`src/rtl/esram_pkg.sv`:
```
// esram_pkg: shared widths, pointer type and parity helper
// for the eSRAM-backed FIFO controller.
package esram_pkg;

  localparam int ESRAM_DATA_W = 72;
  localparam int ESRAM_ADDR_W = 11;
  localparam int ESRAM_DEPTH  = 2048;

  // One extra bit so full and empty are distinguishable.
  typedef logic [ESRAM_ADDR_W:0] ptr_t;

  function automatic logic [7:0] byte_par(
    input logic [63:0] d
  );
    logic [7:0] p;
    for (int i = 0; i < 8; i++) begin
      p[i] = ^d[8*i +: 8];
    end
    return p;
  endfunction

endpackage

```
`src/rtl/esram_out_fifo.sv`:
```
// esram_out_fifo: small register FIFO that absorbs eSRAM
// read data and presents the stream head.
module esram_out_fifo
  import esram_pkg::*;
#(
  parameter int DEPTH = 4,
  parameter int CW    = $clog2(DEPTH + 1)
) (
  input  logic                    clk,
  input  logic                    rst_n,
  input  logic                    wr_en,
  input  logic [ESRAM_DATA_W-1:0] wr_data,
  input  logic                    rd_en,
  output logic [ESRAM_DATA_W-1:0] rd_data,
  output logic                    valid,
  output logic [CW-1:0]           count
);

  localparam int IW = (DEPTH > 1) ? $clog2(DEPTH) : 1;

  logic [ESRAM_DATA_W-1:0] mem_q [DEPTH];
  logic [ESRAM_DATA_W-1:0] mem_d [DEPTH];
  logic [IW-1:0] wr_idx_q, wr_idx_d;
  logic [IW-1:0] rd_idx_q, rd_idx_d;
  logic [CW-1:0] cnt_q, cnt_d;

  function automatic logic [IW-1:0] nxt(
    input logic [IW-1:0] i
  );
    return (i == IW'(DEPTH - 1)) ? '0 : i + 1'b1;
  endfunction

  always_comb begin
    mem_d    = mem_q;
    wr_idx_d = wr_idx_q;
    rd_idx_d = rd_idx_q;
    if (wr_en) begin
      mem_d[wr_idx_q] = wr_data;
      wr_idx_d = nxt(wr_idx_q);
    end
    if (rd_en) begin
      rd_idx_d = nxt(rd_idx_q);
    end
    cnt_d = cnt_q + CW'(wr_en) - CW'(rd_en);
  end

  always_ff @(posedge clk or negedge rst_n) begin
    if (!rst_n) begin
      for (int i = 0; i < DEPTH; i++) begin
        mem_q[i] <= '0;
      end
      wr_idx_q <= '0;
      rd_idx_q <= '0;
      cnt_q    <= '0;
    end else begin
      mem_q    <= mem_d;
      wr_idx_q <= wr_idx_d;
      rd_idx_q <= rd_idx_d;
      cnt_q    <= cnt_d;
    end
  end

  assign rd_data = mem_q[rd_idx_q];
  assign valid   = (cnt_q != '0);
  assign count   = cnt_q;

endmodule

```
`src/rtl/esram_fifo_ctrl.sv`:
```
// esram_fifo_ctrl: 2048-word eSRAM FIFO with prefetch buffer.
// ESRAM_FIFO_PARITY_EN adds per-byte even parity on bits 71:64.
module esram_fifo_ctrl
  import esram_pkg::*;
#(
  parameter int RD_LAT    = 2,
  parameter int OUT_DEPTH = 4
) (
  input  logic                    clk,
  input  logic                    rst_n,
  input  logic [ESRAM_DATA_W-1:0] in_data,
  input  logic                    in_valid,
  output logic                    in_ready,
  output logic [ESRAM_DATA_W-1:0] out_data,
  output logic                    out_valid,
  input  logic                    out_ready,
  output logic [11:0]             occupancy,
  output logic                    parity_err,
  output logic [ESRAM_DATA_W-1:0] data,
  output logic [ESRAM_ADDR_W-1:0] wraddress,
  output logic                    wren_n,
  output logic [ESRAM_ADDR_W-1:0] rdaddress,
  output logic                    rden_n,
  output logic                    sd_n,
  input  logic [ESRAM_DATA_W-1:0] q
);

  localparam int CW = $clog2(OUT_DEPTH + 1);

  ptr_t wr_ptr_q, wr_ptr_d;
  ptr_t rd_ptr_q, rd_ptr_d;
  logic [RD_LAT-1:0] vld_q, vld_d;
  logic rdy_q, rdy_d;

  ptr_t ram_cnt, infl, occ;
  logic [CW-1:0] buf_cnt;
  logic push, issue, cap, pop, buf_valid;
  logic [ESRAM_DATA_W-1:0] cap_data;

  assign ram_cnt = wr_ptr_q - rd_ptr_q;

  always_comb begin
    infl = '0;
    for (int i = 0; i < RD_LAT; i++) begin
      infl = infl + ptr_t'(vld_q[i]);
    end
  end

  assign occ       = ram_cnt + infl + ptr_t'(buf_cnt);
  assign occupancy = occ;
  assign in_ready  = rdy_q && (occ < ptr_t'(ESRAM_DEPTH));

  // ram_cnt is registered, so a same-cycle write is never read.
  assign push  = in_valid && in_ready;
  assign issue = (ram_cnt != '0) &&
                 ((infl + ptr_t'(buf_cnt)) < ptr_t'(OUT_DEPTH));
  assign cap   = vld_q[RD_LAT-1];
  assign pop   = buf_valid && out_ready;

  always_comb begin
    vld_d    = '0;
    vld_d[0] = issue;
    for (int i = 1; i < RD_LAT; i++) begin
      vld_d[i] = vld_q[i-1];
    end
    wr_ptr_d = wr_ptr_q + ptr_t'(push);
    rd_ptr_d = rd_ptr_q + ptr_t'(issue);
    rdy_d    = 1'b1;
  end

  always_ff @(posedge clk or negedge rst_n) begin
    if (!rst_n) begin
      wr_ptr_q <= '0;
      rd_ptr_q <= '0;
      vld_q    <= '0;
      rdy_q    <= 1'b0;
    end else begin
      wr_ptr_q <= wr_ptr_d;
      rd_ptr_q <= rd_ptr_d;
      vld_q    <= vld_d;
      rdy_q    <= rdy_d;
    end
  end

  assign wren_n    = !push;
  assign wraddress = wr_ptr_q[ESRAM_ADDR_W-1:0];
  assign rden_n    = !issue;
  assign rdaddress = rd_ptr_q[ESRAM_ADDR_W-1:0];
  assign sd_n      = 1'b1;

`ifdef ESRAM_FIFO_PARITY_EN
  logic [7:0] cap_par;
  assign data       = {byte_par(in_data[63:0]), in_data[63:0]};
  assign cap_par    = byte_par(q[63:0]);
  assign cap_data   = {cap_par, q[63:0]};
  assign parity_err = cap && (cap_par != q[71:64]);
`else
  assign data       = in_data;
  assign cap_data   = q;
  assign parity_err = 1'b0;
`endif

  esram_out_fifo #(
    .DEPTH (OUT_DEPTH),
    .CW    (CW)
  ) u_out_fifo (
    .clk     (clk),
    .rst_n   (rst_n),
    .wr_en   (cap),
    .wr_data (cap_data),
    .rd_en   (pop),
    .rd_data (out_data),
    .valid   (buf_valid),
    .count   (buf_cnt)
  );

  assign out_valid = buf_valid;

endmodule

```
`config.mk`:
```
export PLATFORM = sky130hd
export DESIGN_NAME = esram_fifo_ctrl
export DESIGN_NICKNAME = d
export VERILOG_FILES = /design/src/rtl/esram_pkg.sv /design/src/rtl/esram_out_fifo.sv /design/src/rtl/esram_fifo_ctrl.sv
export SDC_FILE = /design/constraint.sdc
export NUM_CORES = 1
export LEC_CHECK = 0
export BUFFER_PORTS_ARGS = -buffer_cell sky130_fd_sc_hd__buf_2
export CORE_AREA = 8 8 204 157
export CTS_CLUSTER_SIZE = 10
export DETAILED_ROUTE_END_ITERATION = 8
export DIE_AREA = 0 0 212 165
export PLACE_DENSITY_LB_ADDON = 0.1
export SLEW_MARGIN = 20
export SYNTH_ARGS = -nofsm -noshare
export SYNTH_HDL_FRONTEND = slang
export SYNTH_SLANG_ARGS = --single-unit
```
`constraint.sdc`:
```
create_clock -name clk -period 5.3 [get_ports clk]
set_input_delay 0.795 -clock clk [delete_from_list [all_inputs] [get_ports clk]]
set_output_delay 0.795 -clock clk [all_outputs]
set_load 0.005 [all_outputs]
```
After elaboration in Yosys (flattened, before gate mapping):

Index checks and enable logic that the tools add are counted.
Widths: inputs -> output; s select.

* register bits after elaboration: 322
* input port bits: 148
* output and inout port bits: 184

* add/subtract/negate cells: 11
* magnitude comparators: 5
* equal/unequal tests: 2
* mux-type cells: 8
* bitwise gates (word level): 2
* reductions and logical operators: 9

Operators by type and width (count)
* $bwmux 288: 1
* $mux 72: 3
* $bmux 72 s2: 1
* $demux 72 s2: 1
* $add 12x1->12: 2
* $add 12x2->12: 1
* $add 12x3->12: 1
* $lt 12x12->1 const B: 1
* $reduce_bool 12->1: 1
* $sub 12x12->12: 1
* $ge 3x3->1 const B: 2
* $not 2->3: 2
* $logic_and 1x1->1: 5
* $add 2x1->2 const B: 2
* $add 2x3->4: 1
* $eq 2x2->1 const B: 2
* $lt 4x3->1 const B: 1
* $mux 2: 2
* $add 3x1->3: 1
* $lt 3x1->1 const B: 1
* $reduce_bool 3->1: 1
* $sub 3x1->3: 1
* $add 1x1->2: 1
* $logic_not 1->1: 2

Logic depth before layout (Yosys ltp):

* depth after elaboration: 7
* depth in mapped cells: 21

Cells and area by module:

From an unflattened synthesis, not the netlist that was laid out.

* cell total of the unflattened synthesis: 1050
* area total of the unflattened synthesis: 15775.1 sq um

By module, submodules not included
* esram_out_fifo: times used 1, cells each 728, area each 12923.6 sq um, sequential area each 7382.1 sq um
* esram_fifo_ctrl: times used 1, cells each 322, area each 2851.5 sq um, sequential area each 675.6 sq um

Worst setup path after synthesis:

OpenSTA, ideal clock, no wires.

* kind: register to output
* start: register wr_ptr_q[0]
* end: output port wren_n
* arrival: 3.147 ns
* data required time: 4.505 ns
* setup slack: 1.358 ns
* cell stages (with the launch flop): 17
* path buffers: 0
* cells stage by stage: dfrtp_1 inv_1 ha_1 inv_1 fa_1 inv_1 fa_1 inv_1 ha_1 inv_1 fa_1 inv_1 a21oi_1 nor2_1 and4_1 and3_2 or3_1

* longest elaborated chain between the ends: 7

Ends and longest elaborated chain
* start, declared: RTL line esram_fifo_ctrl.sv:30 `ptr_t wr_ptr_q, wr_ptr_d;`
* start signal, assigned: RTL line esram_fifo_ctrl.sv:78 `wr_ptr_q <= wr_ptr_d;`
* $sub 12x12->12: RTL line esram_fifo_ctrl.sv:40 `assign ram_cnt = wr_ptr_q - rd_ptr_q;`
* $add 12x2->12: RTL line esram_fifo_ctrl.sv:49 `assign occ = ram_cnt + infl + ptr_t'(buf_cnt);`
* $add 12x3->12: RTL line esram_fifo_ctrl.sv:49
* $lt 12x12->1: RTL line esram_fifo_ctrl.sv:51 `assign in_ready = rdy_q && (occ < ptr_t'(ESRAM_DEPTH));`
* $logic_and 1x1->1: RTL line esram_fifo_ctrl.sv:51
* $logic_and 1x1->1: RTL line esram_fifo_ctrl.sv:54 `assign push = in_valid && in_ready;`
* $logic_not 1->1: RTL line esram_fifo_ctrl.sv:85 `assign wren_n = !push;`
* end, declared: RTL line esram_fifo_ctrl.sv:21 `output logic wren_n,`

No other way between the ends.

Final worst setup path:

Same ends and word-level chain as after synthesis.

==> flow_summary.json <==
{
  "gp_congestion": 0.816,
  "cts.sinks": 322,
  "rsz0062_at_grt": "no",
  "worstSetupEndpointType": "output port",
  "outcome": "finished clean",
  "port_buffers": 185,
  "p_switching_w": 0.00408,
  "fin_crit_sh_pct": 91.1,
  "cts_resized": 0,
  "root_buffer": "clkbuf_16",
  "grt_pass1_vias": 9398,
  "dieWidth_um": 212,
  "maxSlewViolCount": 0,
  "fin_tns_setup_ns": 0,
  "worstPathRequired_ns": 4.51,
  "synth_seq_cells": 322,
  "cts_inserted_buffers": 38,
  "setup.worst_path.start_class": "flip-flop",
  "cp_max_fo": 4,
  "synth.largest_area_cell": "dfrtp_1",
  "p_clk_share_pct": 18.3,
  "final_util_pct": 60.1,
  "die_y_um": 165,
  "wl_per_cell_um": 21.8,
  "drc": 0,
  "synth_area_um2": 15600,
  "hold_buffers": 0,
  "cts_tree": "yes",
  "ir_drop_v": 0.000368,
  "num_io_pins": 332,
  "p_leak_nw": 7.63,
  "drv_cap": 0,
  "synth_cells": 1070,
  "fin_nets": 1339,
  "p_per_area_nw_per_um2": 713,
  "tightest_slew_ns": 0.988,
  "hold_violations": 0,
  "grt_max_degree": 127,
  "fmax_mhz": 207,
  "synthTopCellsByArea": "dfrtp_1, mux2_2, mux4_2, buf_4, ha_1",
  "arrival_ns": 4.03,
  "p_int_w": 0.00823,
  "yosys_warnings": 0,
  "p_sw_share_pct": 33.1,
  "dieArea_um2": 35000,
  "path_clk_slew_ns": 0.05,
  "vias": 8833,
  "ys_seq_area_share_pct": 51.6,
  "synth.distinct_cells": 54,
  "grtUsageTotal_pct": 19.4,
  "area_growth_pct": 10.7,
  "cts.path.max_buffers": 3,
  "grt_overflow": 0,
  "grt_pass1_wl_mm": 53.6,
  "routed_via_density": 5.67,
  "route.antenna.remaining_nets": 0,
  "netlist.area_leader.share_pct": 51.6,
  "cts_max_level": 2,
  "final_cell_mix": "dfrtp_1, mux2_2, buf_2",
  "rows": 54,
  "hpwlAfterDp_mm": 22.2,
  "period_needed_ns": 4.83,
  "combinationalPowerShare_pct": 45.2,
  "finalSetupViolations": 0,
  "insertion_delay_ns": 0.53,
  "first_iter_violations": 395,
  "antenna_found_initial": 5,
  "clock-skew-final_ns": 0.0138,
  "power_frac_seq_pct": 36.5,
  "dr.pass1.iters": 5,
  "cts_setup_buffers": 0,
  "floorplan.initialDensity_pct": 54.3,
  "slew_headroom_pct": 34.1,
  "core-area_um2": 28700,
  "hold_path_class": "in2async",
  "wl_mm": 33.9,
  "drive_gt1_share_pct": 52.7,
  "avgSynthCellArea_um2": 14.6,
  "layout_commonest_cell": "dfrtp_1",
  "path_class": "reg2out"
}
-- path summary, 6_finish.rpt --
kind / end / depth (start not counted) / slack [ns] / from
hold / removal: u_out_fifo.mem_q[90]$_DFFE_PN0P_ / 1 / 0.34 / rst_n
max in group asynchronous: u_out_fifo.mem_q[45]$_DFFE_PN0P_ / 2 / 3.68 / rst_n
min in group clk: vld_q[1]$_DFF_PN0_ / 0 / 0.38 / vld_q[0]$_DFF_PN0_
setup / recovery: wren_n / 17 / 0.47 / wr_ptr_q[0]$_DFF_PN0_
setup reg to reg: wr_ptr_q[10]$_DFF_PN0_ / 21 / 0.90 / wr_ptr_q[0]$_DFF_PN0_
hold reg to reg: vld_q[1]$_DFF_PN0_ / 0 / 0.38 / vld_q[0]$_DFF_PN0_
-- state kept, by name (all words and copies together), names as in the netlist --
register / flops
u_out_fifo.rd_idx_q: 2
wr_ptr_q: 12
rd_ptr_q: 12
u_out_fifo.mem_q: 288
u_out_fifo.count: 3
rdy_q: 1
u_out_fifo.wr_idx_q: 2
vld_q: 2
-- final cells by class --
cell class                 count  area, um2
antenna                        2       5.00
clock buffer                  41        982
clock inverter                 4       38.8
fill                        2283      11400
inverter                      33        124
multi-input combinational    569       6540
sequential                   322       8070
tap                          392        490
timing repair buffer         194       1030
-- power by group through the flow --
stage                     logic (W)  registers, W  clock network, W
after floorplan             0.00414       0.00411                 0
after global placement      0.00555       0.00449                 0
after detailed placement    0.00566       0.00453                 0
after CTS                   0.00568       0.00450           0.00233
after global routing        0.00608       0.00467           0.00242
final                       0.00557       0.00449           0.00225
-- per-stage QoR --
stage          worst slack, ns  total power [W]  std cells  cell area [um2]  hold WS, ns
3_3_place_gp              1.03           0.0100       1510            16200        0.372
4_1_cts                  0.447           0.0125       1555            17300        0.385
3_5_place_dp             0.940           0.0102       1510            16200        0.373
5_1_grt                  0.221           0.0132       1556            17300        0.408
6_report                 0.474           0.0123       1557            17300        0.343
2_1_floorplan             1.36          0.00825       1071            15600        0.360
-- synthesized netlist by cell type, drive strengths merged --
cell type,count
o311ai,2
a2111o,1
ha,28
nor3b,2
a311oi,1
or2,3
and4,3
a21oi,13
o22a,1
buf,107
mux4,72
nor2b,3
dfrtp,322
or3,5
a31oi,2
conb,2
xnor2,31
nor2,9
nand3,12
o211ai,1
o2111a,1
nand2b,2
o211a,1
o31ai,1
o32a,1
and4bb,1
nor4,1
a2111oi,2
inv,33
nand2,23
xor2,11
a221oi,1
and3,3
a41oi,1
nand4,5
a21o,6
o21a,3
clkbuf,40
fa,5
o21ai,8
mux2,289
o31a,2
nor3,10
-- cells by family after synthesis --
kind of cell	after synthesis	synth area share, %
buffers and inverters	180	6.68
AND/OR/NAND/NOR	82	2.71
multiplexers	361	31.3
flip-flops	322	51.6
XOR/XNOR	42	2.41
other	2	0.0481
AO/OA/AOI/OAI	48	2.37
adder cells (fa/ha/maj)	33	2.89
-- layer usage --
metal	part of all wire (%)	track usage [%]	wire length, um	vias up
met4	1.2	4.22	421	8
met1	44	26.0	15000	4576
met5	0.13	0	45	-
met2	47	30.9	15800	252
met3	7.6	6.07	2580	47
li1	-	-	-	3950
-- critical path, stage by stage (launching register included) --
cell and delay (ns):
dfrtp_1 0.39, inv_1 0.06, ha_1 0.15, inv_1 0.05
fa_1 0.51, inv_1 0.07, fa_1 0.50, inv_1 0.04
ha_1 0.20, inv_1 0.07, fa_1 0.19, inv_1 0.05
a21oi_1 0.28, nor2_1 0.07, and4_1 0.20, and3_2 0.23
or3_1 0.30, buf_2 0.13
Power figures use the tool's default switching activity.
